## src/rtl/accel_decimal_printer_pkg.sv

```systemverilog
// Shared definitions for the decimal printer: FSM encoding, character codes
// and the minimum-digit helper used to reject undersized DIGITS settings.
// No logic; constants and a constant function only.
package accel_decimal_printer_pkg;

  typedef enum logic [2:0] {
    ST_IDLE       = 3'd0,
    ST_CONVERT    = 3'd1,
    ST_EMIT_SIGN  = 3'd2,
    ST_EMIT_DIGIT = 3'd3,
    ST_EMIT_TERM  = 3'd4
  } state_t;

  localparam logic [7:0] CHAR_ZERO  = 8'h30;
  localparam logic [7:0] CHAR_MINUS = 8'h2D;
  localparam logic [7:0] RAW_MINUS  = 8'd11;

  // ceil(width * log10(2)) in integer arithmetic (log10(2) ~= 0.30103).
  function automatic int min_digits(input int width);
    return (width * 30103 + 99999) / 100000;
  endfunction

endpackage

```

## src/rtl/accel_decimal_printer_bin2bcd_seq.sv

```systemverilog
// Sequential double-dabble: binary to packed BCD, one input bit per cycle.
// Latency: start loads and consumes the first bit; done pulses DATA_W cycles later (bcd then final and held).
// Backpressure: none; the caller only pulses start when it is ready for a new conversion.
//
// Ports: clk, rst (async active-high), start (load bin), bin (unsigned value),
//        done (one-cycle pulse, bcd valid), bcd (4*DIGITS bits, digit 0 in bits [3:0]).
module bin2bcd_seq #(
  parameter int DATA_W = 18,
  parameter int DIGITS = 6
) (
  input  logic                  clk,
  input  logic                  rst,
  input  logic                  start,
  input  logic [DATA_W-1:0]     bin,
  output logic                  done,
  output logic [4*DIGITS-1:0]   bcd
);

  localparam int CW = $clog2(DATA_W + 1);

  logic [DATA_W-1:0]   shreg;
  logic [CW-1:0]       remaining;
  logic [4*DIGITS-1:0] bcd_adj;

  // Add-3 correction on every digit that would overflow past 9 when doubled.
  always_comb begin
    bcd_adj = bcd;
    for (int i = 0; i < DIGITS; i++) begin
      if (bcd[4*i +: 4] >= 4'd5) bcd_adj[4*i +: 4] = bcd[4*i +: 4] + 4'd3;
    end
  end

  always_ff @(posedge clk or posedge rst) begin
    if (rst) begin
      shreg     <= '0;
      bcd       <= '0;
      remaining <= '0;
      done      <= 1'b0;
    end else if (start) begin
      // With an all-zero BCD the first step is a plain shift, so it is folded into the load.
      bcd       <= {{(4*DIGITS-1){1'b0}}, bin[DATA_W-1]};
      shreg     <= bin << 1;
      remaining <= CW'(DATA_W - 1);
      done      <= (DATA_W == 1);
    end else if (remaining != '0) begin
      bcd       <= {bcd_adj[4*DIGITS-2:0], shreg[DATA_W-1]};
      shreg     <= shreg << 1;
      remaining <= remaining - 1'b1;
      done      <= (remaining == CW'(1));
    end else begin
      done      <= 1'b0;
    end
  end

endmodule

```

## src/rtl/accel_decimal_printer.sv

```systemverilog
// Converts one binary accelerator result to decimal and streams it as characters: [sign] digits terminator.
// Latency: first character valid DATA_W+1 cycles after the input handshake, then one char per cycle.
// Backpressure: ready/valid on both sides; out_char/out_valid are registered and held while out_ready is low.
//
// Ports: clk, rst (async active-high); in_data/in_valid/in_ready (result input, ready only when idle);
//        out_char/out_valid/out_ready (character stream); busy (high whenever not idle).
module accel_decimal_printer
  import accel_decimal_printer_pkg::*;
#(
  parameter int         DATA_W      = 18,
  parameter int         DIGITS      = 6,
  parameter int         SIGNED      = 0,
  parameter int         SUPPRESS_LZ = 1,
  parameter int         ASCII       = 1,
  parameter logic [7:0] TERM_CHAR   = 8'd10
) (
  input  logic              clk,
  input  logic              rst,
  input  logic [DATA_W-1:0] in_data,
  input  logic              in_valid,
  output logic              in_ready,
  output logic [7:0]        out_char,
  output logic              out_valid,
  input  logic              out_ready,
  output logic              busy
);

  localparam int         IW        = (DIGITS > 1) ? $clog2(DIGITS) : 1;
  localparam logic [7:0] SIGN_CHAR = (ASCII != 0) ? CHAR_MINUS : RAW_MINUS;

  if (DIGITS < min_digits(DATA_W)) begin : g_digits_check
    $error("accel_decimal_printer: DIGITS too small to hold DATA_W bits");
  end

  state_t              state;
  logic                neg;
  logic [IW-1:0]       idx;
  logic [IW-1:0]       lz_idx;
  logic [DATA_W-1:0]   mag;
  logic                in_hs;
  logic                out_hs;
  logic                conv_done;
  logic [4*DIGITS-1:0] bcd;

  assign in_hs  = in_valid & in_ready;
  assign out_hs = out_valid & out_ready;

  // Magnitude fits DATA_W unsigned bits, so the most negative input converts exactly.
  always_comb begin
    mag = in_data;
    if (SIGNED != 0 && in_data[DATA_W-1]) mag = -in_data;
  end

  bin2bcd_seq #(
    .DATA_W (DATA_W),
    .DIGITS (DIGITS)
  ) u_bin2bcd (
    .clk   (clk),
    .rst   (rst),
    .start (in_hs),
    .bin   (mag),
    .done  (conv_done),
    .bcd   (bcd)
  );

  // Start index: highest nonzero digit (0 for value 0), or the full width when zeros are kept.
  always_comb begin
    lz_idx = '0;
    if (SUPPRESS_LZ != 0) begin
      for (int i = 0; i < DIGITS; i++) begin
        if (bcd[4*i +: 4] != 4'd0) lz_idx = IW'(i);
      end
    end else begin
      lz_idx = IW'(DIGITS - 1);
    end
  end

  function automatic logic [3:0] sel_digit(input logic [4*DIGITS-1:0] v, input logic [IW-1:0] i);
    logic [3:0] r;
    r = '0;
    for (int k = 0; k < DIGITS; k++) begin
      if (IW'(k) == i) r = v[4*k +: 4];
    end
    return r;
  endfunction

  function automatic logic [7:0] digit_char(input logic [3:0] d);
    if (ASCII != 0) return CHAR_ZERO + {4'b0000, d};
    return {4'b0000, d};
  endfunction

  always_ff @(posedge clk or posedge rst) begin
    if (rst) begin
      state     <= ST_IDLE;
      neg       <= 1'b0;
      idx       <= '0;
      out_char  <= '0;
      out_valid <= 1'b0;
      in_ready  <= 1'b1;
      busy      <= 1'b0;
    end else begin
      case (state)
        ST_IDLE: begin
          if (in_hs) begin
            neg      <= (SIGNED != 0) && in_data[DATA_W-1];
            state    <= ST_CONVERT;
            in_ready <= 1'b0;
            busy     <= 1'b1;
          end
        end
        ST_CONVERT: begin
          if (conv_done) begin
            idx       <= lz_idx;
            out_valid <= 1'b1;
            if (neg) begin
              state    <= ST_EMIT_SIGN;
              out_char <= SIGN_CHAR;
            end else begin
              state    <= ST_EMIT_DIGIT;
              out_char <= digit_char(sel_digit(bcd, lz_idx));
            end
          end
        end
        ST_EMIT_SIGN: begin
          if (out_hs) begin
            state    <= ST_EMIT_DIGIT;
            out_char <= digit_char(sel_digit(bcd, idx));
          end
        end
        ST_EMIT_DIGIT: begin
          if (out_hs) begin
            if (idx == '0) begin
              state    <= ST_EMIT_TERM;
              out_char <= TERM_CHAR;
            end else begin
              idx      <= idx - 1'b1;
              out_char <= digit_char(sel_digit(bcd, idx - 1'b1));
            end
          end
        end
        ST_EMIT_TERM: begin
          if (out_hs) begin
            state     <= ST_IDLE;
            out_valid <= 1'b0;
            out_char  <= '0;
            in_ready  <= 1'b1;
            busy      <= 1'b0;
          end
        end
        default: begin
          state     <= ST_IDLE;
          out_valid <= 1'b0;
          out_char  <= '0;
          in_ready  <= 1'b1;
          busy      <= 1'b0;
        end
      endcase
    end
  end

endmodule

```

## config.mk

```make
export PLATFORM = sky130hd
export DESIGN_NAME = accel_decimal_printer
export DESIGN_NICKNAME = d
export VERILOG_FILES = /design/src/rtl/accel_decimal_printer_pkg.sv /design/src/rtl/accel_decimal_printer_bin2bcd_seq.sv /design/src/rtl/accel_decimal_printer.sv
export SDC_FILE = /design/constraint.sdc
export NUM_CORES = 1
export LEC_CHECK = 0
export CORE_MARGIN = 5
export CORE_UTILIZATION = 50
export CTS_CLUSTER_SIZE = 24
export DETAILED_ROUTE_END_ITERATION = 10
export MAX_ROUTING_LAYER = met4
export PLACE_DENSITY = 0.7
export RECOVER_POWER = 25
export SYNTH_ARGS = -nofsm -noshare
export SYNTH_HDL_FRONTEND = slang
export SYNTH_SLANG_ARGS = --single-unit
```

## constraint.sdc

```tcl
create_clock -name clk -period 3.07 [get_ports clk]
set_input_delay 0.4605 -clock clk [delete_from_list [all_inputs] [get_ports clk]]
set_output_delay 0.4605 -clock clk [all_outputs]
set_load 0.05 [all_outputs]
```

==> run_results.csv, run 1 <==
group,metric,value,unit
synth,synth_area,4200,µm²
route,drtPass1Iterations,4,
clock_tree,h-tree-depth,3,
clock_tree,clk_pin_slew_worst_paths,0.08,ns
sta,slew_viol_final,0,
route,viasPerCell,5.88,
route,vias,3832,
floorplan,rows,33,
route,drt-total-wl,10400,µm
global_route,grt_pass1_wl,17800,µm
cells_and_area,final_cell_area,4740,µm²
run,maxCapViolCount,0,
power_and_ir_drop,power_per_cell_area,1140,nW/µm²
worst_setup_path,crit_path_max_fanout,7,
sta,fmax,421,MHz
cells_and_area,nFillCells,744,
cells_and_area,multiInputGateArea,2380,µm²
worst_hold_path,hp-start,"in_ready",
clock_tree,postCtsSetupRepairBufs,0,
power_and_ir_drop,total_power,5.41,mW
global_route,overflow,0,
worst_setup_path,crit_path_start_kind,"register",
place,dp_hpwl,7420,µm
floorplan,io_pins,33,
floorplan,coreArea,8220,µm²
synth,yosysUniqueCellTypes,58,
synth,synth-seq-cells,61,
cells_and_area,final_common_cell,"nand2_1",
route,drc,0,
cells_and_area,final_util,57.7,%
status,outcome,"finished, final reports clean",
clock_tree,cts-root-buf,"clkbuf_8",
synth,yosysSeqAreaShare,36.3,%
synth,avgSynthCellArea,7.89,µm²
synth,synthFlopType,"dfrtp_1",
global_route,antenna_found_initial,0,
cells_and_area,layout_common_cells,"92 x nand2_1, 60 x dfrtp_1, 51 x a21oi_1, 48 x nor2_1",
worst_setup_path,r2r-start,"u_bin2bcd.bcd[16]",
sta,whs,0.507,ns
worst_hold_path,hold_class,"register to register",
floorplan,fp.dieArea,10300,µm²
clock_tree,cts_sinks,61,
power_and_ir_drop,ir_drop,0.448,mV
worst_setup_path,crit_start,"u_bin2bcd.bcd[16]",
synth,async_flop_share,100,%
global_route,grt_use_total,22.3,%
sta,slew_headroom,16.5,%
global_route,grt_pass1_vias,3609,
place,dpl_worst_slack,0.717,ns
clock_tree,cts_buffers,9,
route,drt_iter0_markers,195,
place,place_congestion,0.954,
sta,setup-violations-final,0,
cells_and_area,layout.cells.non_filler,652,
cells_and_area,seq_area,1530,µm²
power_and_ir_drop,p_leak,1.99,nW
synth,synth_edf_count,0,
clock_tree,clockBufferDepth,2,
sta,skew,0.0126,ns
cells_and_area,syn_to_final_growth,12.8,%
clock_tree,ctsHoldBuffers,0,
synth,yosysWarnings,0,
sta,hold_viol_final,0,
clock_tree,cts_tree,"done",
route,final_antenna_net_count,0,
worst_setup_path,arrival,2.60,ns
cells_and_area,fin_nets,587,
floorplan,die_h,102,µm
place,portBuffers,30,
worst_setup_path,required,3.29,ns
sta,setup_tns,0,ns
floorplan,die_x,102,µm
sta,rsz0062_at_grt,"false",
clock_tree,cts_resized,0,
sta,finalCritPeriodShare,77.3,%
cells_and_area,drive_gt1_share,6.40,%
floorplan,start_util,51.2,%
route,wl_per_cell,16.0,µm
sta,worst_slew_pin_slew,1.25,ns
place,placed_area,4530,µm²
sta,period_needed,2.37,ns
synth,netlist_instances,533,
sta,setup_ws,0.696,ns
global_route,grt_max_degree,40,
clock_tree,clock_latency,0.35,ns
cells_and_area,diodes,0,
worst_setup_path,critPathKind,"register to register",
worst_setup_path,endpoint_kind,"register",
place,dpl.cell_count,636,
## final cells by class
type / count / area share, %
clock buffers: 9 / 2.61
clock inverters: 7 / 2.06
well taps: 105 / 2.77
inverters: 29 / 2.30
flip-flops and latches: 61 / 32.2
multi-input cells: 401 / 50.3
repair buffers: 40 / 7.76
## report_power, final
part           internal (mW)  total (mW)  switching, mW
logic                   1.21        2.88           1.66
clock network          0.460       0.820          0.360
registers               1.18        1.71          0.529
total                   2.86        5.41           2.55
## flip-flops by register name, indices dropped and copies added, names as in the netlist
signal and cells:
idx 3, out_char 5, state 3, out_valid 1
busy 1, u_bin2bcd.bcd 24, u_bin2bcd.remaining 5, u_bin2bcd.done 1
u_bin2bcd.shreg 17, in_ready 1
## worst paths after layout
check	end	slack, ns	cells past startpoint
worst max-delay path	out_char[1]	0.70	7
worst min-delay path	in_ready	0.51	2
worst max register to register	out_char[1]	0.70	7
worst min register to register	in_ready	0.51	2
max in group asynchronous	idx[1]	0.83	3
min in group asynchronous	u_bin2bcd.shreg[6]	0.65	2
## critical path, stage by stage, from the launching register on
cell and delay [ns]:
dfrtp_1 0.47, inv_1 0.16, ha_1 0.26, or3b_4 0.42
or3b_4 0.43, nand3_1 0.09, a31oi_1 0.10, o32a_1 0.30
## cell families (layout without fill, tap and decap cells)
kind of cell,Yosys count,after routing,synth area share [%]
AOI/OAI and AO/OA,148,148,22.1
xor gates and xnor gates,10,10,2.08
adders and majority gates,23,23,6.85
buffers and inverters,72,85,7.05
DFF,61,61,36.3
muxes,7,7,1.70
other,1,2,0.0892
and+or+nand+nor,211,211,23.8
## Yosys cell counts (2+ instances only)
| library cell | n | area [µm²] |
|---|---|---|
| a221o_1 | 4 | 40.0 |
| buf_4 | 4 | 30.0 |
| nand3b_1 | 6 | 45.0 |
| a211oi_1 | 12 | 90.1 |
| nor2_1 | 48 | 180 |
| nor2b_1 | 6 | 37.5 |
| nor3b_1 | 7 | 52.6 |
| or3b_4 | 2 | 22.5 |
| clkbuf_1 | 35 | 131 |
| nand2b_1 | 6 | 37.5 |
| o31ai_1 | 3 | 22.5 |
| nand3_1 | 12 | 60.1 |
| buf_2 | 3 | 15.0 |
| nor3_1 | 10 | 50.1 |
| and2_1 | 6 | 37.5 |
| a221oi_1 | 3 | 26.3 |
| dfrtp_1 | 60 | 1500 |
| nor3b_2 | 2 | 25.0 |
| ha_1 | 23 | 288 |
| o211ai_1 | 5 | 37.5 |
| nand2_1 | 92 | 345 |
| and3_1 | 3 | 18.8 |
| xnor2_1 | 9 | 78.8 |
| a21oi_1 | 51 | 255 |
| nand4_1 | 3 | 18.8 |
| o2111ai_1 | 3 | 26.3 |
| o21ai_1 | 8 | 40.0 |
| a31oi_1 | 22 | 138 |
| a311oi_1 | 2 | 17.5 |
| o21ai_0 | 21 | 105 |
| mux2i_1 | 6 | 60.1 |
| o221ai_1 | 2 | 17.5 |
| inv_1 | 29 | 109 |
## routing by layer
metal / share of wire [%] / track usage [%] / wire [µm] / up-vias
li1: - / - / - / 1865
met1: 47 / 30.0 / 4890 / 1810
met2: 45 / 33.6 / 4740 / 126
met3: 4.9 / 4.13 / 515 / 31
met4: 2.8 / 7.87 / 294 / 0
met5: 0 / - / 0 / -
(Power assumes the default switching activity.)
==> inputs of run 2 (changes only) <==
--- a/config.mk
+++ b/config.mk
@@ -10,7 +10,7 @@
 export CTS_CLUSTER_SIZE = 24
 export DETAILED_ROUTE_END_ITERATION = 10
 export MAX_ROUTING_LAYER = met4
-export PLACE_DENSITY = 0.7
+export PLACE_DENSITY = 0.73
 export RECOVER_POWER = 25
 export SYNTH_ARGS = -nofsm -noshare
 export SYNTH_HDL_FRONTEND = slang
==> constraint.sdc (replaced) <==
create_clock -name clk -period 2.1 [get_ports clk]
set_input_delay 0.315 -clock clk [delete_from_list [all_inputs] [get_ports clk]]
set_output_delay 0.315 -clock clk [all_outputs]
set_load 0.05 [all_outputs]
==> run_results.csv, run 2 (synthesis results as in run 1) <==
group,metric,value,unit
sta,worst_slew_pin_slew,0.985,ns
worst_hold_path,hold_class,"input pin to async pin",
sta,finalCritPeriodShare,96.5,%
cells_and_area,final_common_cell,"nand2_1",
sta,slew_viol_final,0,
sta,period_needed,2.03,ns
global_route,grt_pass1_wl,18600,µm
worst_setup_path,endpoint_kind,"output pin",
cells_and_area,diodes,0,
route,wl_per_cell,16.1,µm
power_and_ir_drop,switchingPower,3.93,mW
worst_setup_path,required,1.78,ns
global_route,antenna_found_initial,0,
sta,hold_viol_final,0,
floorplan,start_util,51.2,%
clock_tree,cts_sinks,61,
cells_and_area,largest_reg_flops,24,
clock_tree,h-tree-depth,3,
worst_setup_path,cp.buffers_inverters,1,
cells_and_area,drive_gt1_share,13.8,%
clock_tree,cts_buffers,9,
route,viasPerCell,5.82,
sta,skew,0.0108,ns
floorplan,fp.dieArea,10300,µm²
cells_and_area,layout_common_cells,"92 x nand2_1, 59 x dfrtp_1, 51 x a21oi_1, 47 x nor2_1, 40 x buf_4",
global_route,overflow,0,
cells_and_area,syn_to_final_growth,20.3,%
floorplan,die_h,102,µm
route,drtPass1Iterations,4,
route,final_antenna_net_count,0,
sta,setup-violations-final,0,
route,drt_iter0_markers,260,
worst_setup_path,critPathKind,"register to output pin",
power_and_ir_drop,power_per_cell_area,1680,nW/µm²
worst_setup_path,arrival,1.71,ns
power_and_ir_drop,p_leak,2.16,nW
route,drc,0,
run,maxCapViolCount,0,
cells_and_area,fin_nets,620,
power_and_ir_drop,p_int,4.58,mW
status,outcome,"finished, final reports clean",
floorplan,rows,33,
sta,fmax,493,MHz
route,drt-total-wl,11000,µm
cells_and_area,final_util,61.6,%
worst_setup_path,crit_family,"buffers and inverters",
sta,whs,0.393,ns
worst_setup_path,slowest_stage,"clkdlybuf4s50_1",
cells_and_area,reg_top3,"u_bin2bcd.bcd: 24 flops, u_bin2bcd.shreg: 17 flops",
global_route,grt_pass1_vias,3804,
global_route,grt_use_total,23.2,%
clock_tree,clock_latency,0.34,ns
power_and_ir_drop,p_sw_share,46.2,%
clock_tree,cts-root-buf,"clkbuf_8",
place,portBuffers,30,
floorplan,coreArea,8220,µm²
worst_setup_path,cp_cell_sequence,"clkdlybuf4s50_1",
clock_tree,clockBufferDepth,2,
sta,slew_headroom,34.3,%
clock_tree,clk_pin_slew_worst_paths,0.08,ns
floorplan,die_x,102,µm
worst_setup_path,crit_path_start_kind,"register",
worst_setup_path,max_stage_delay,0.81,ns
clock_tree,cts_tree,"done",
global_route,grt_max_degree,39,
worst_setup_path,crit_path_max_fanout,5,
power_and_ir_drop,pwr-share-comb,58.8,%
place,dp_hpwl,7970,µm
power_and_ir_drop,p_clk_share,13.9,%
floorplan,io_pins,33,
power_and_ir_drop,ir_drop,0.690,mV
route,vias,3989,
place,place_congestion,0.939,
power_and_ir_drop,p_seq_share,27.3,%
cells_and_area,top_register,"u_bin2bcd.bcd",
## run 2: cell count changes in the layout (fill, tap and decap cells not counted), sizes merged
cell	change
buf	+33
## run 2: final cells by class
| type | instances | area [µm²] |
|---|---|---|
| sequential | 61 | 1530 |
| inverter | 29 | 109 |
| clock buffer | 9 | 124 |
| multi-input combinational | 401 | 2440 |
| fill | 722 | 3160 |
| timing repair buffer | 73 | 629 |
| clock inverter | 7 | 97.6 |
| tap | 105 | 131 |
## run 2: per-stage QoR
step | worst slack, ns | total power, mW | area (µm²) | std cells | setup TNS, ns
final | 0.0736 | 8.51 | 5060 | 685 | 0
after detailed placement | 0.0459 | 7.21 | 4810 | 669 | 0
after CTS | 0.0263 | 8.45 | 5030 | 685 | 0
after global routing | -0.0104 | 9.22 | 5060 | 685 | -0.0104
after global placement | 0.0926 | 7.06 | 4810 | 669 | 0
after floorplan | 0.00442 | 5.68 | 4220 | 534 | 0
## run 2: worst paths after layout
path                              startpoint                   to  slack, ns  cells after the start
hold reg to reg                     in_ready             in_ready       0.50                      2
setup / recovery                    in_ready             in_ready       0.07                      1
setup reg to reg           u_bin2bcd.bcd[17]          out_char[1]       0.09                      7
min in group clk                    in_ready             in_ready       0.50                      2
hold / removal                           rst  u_bin2bcd.shreg[14]       0.39                      2
max in group asynchronous                rst   u_bin2bcd.shreg[2]       0.43                      3
## run 2: layer usage
layer  part of all wire [%]  wire [µm]  track usage [%]  vias to the layer above
li1                       -          -                -                     1939
met1                     45       5010             30.9                     1930
met2                     48       5280             36.8                      106
met3                    5.6        616             3.86                       14
met4                    1.2        134             6.13                        0
met5                      0          0                -                        -
## run 2: timing repair
| item | CTS | global route |
|---|---|---|
| gates resized for setup | 0 | 11 |
| hold buffers | 0 | 0 |
| setup endpoints to repair | 0 | 6 |
| buffers inserted | 0 | 0 |
## run 2: power groups by stage
stage                     Sequential (mW)  Clock [mW]  Combinational (mW)
after floorplan                      2.32           0                3.36
after global placement               2.28           0                4.78
after detailed placement             2.31           0                4.90
after CTS                            2.29        1.21                4.94
after global routing                 2.40        1.27                5.55
final                                2.32        1.19                5.01
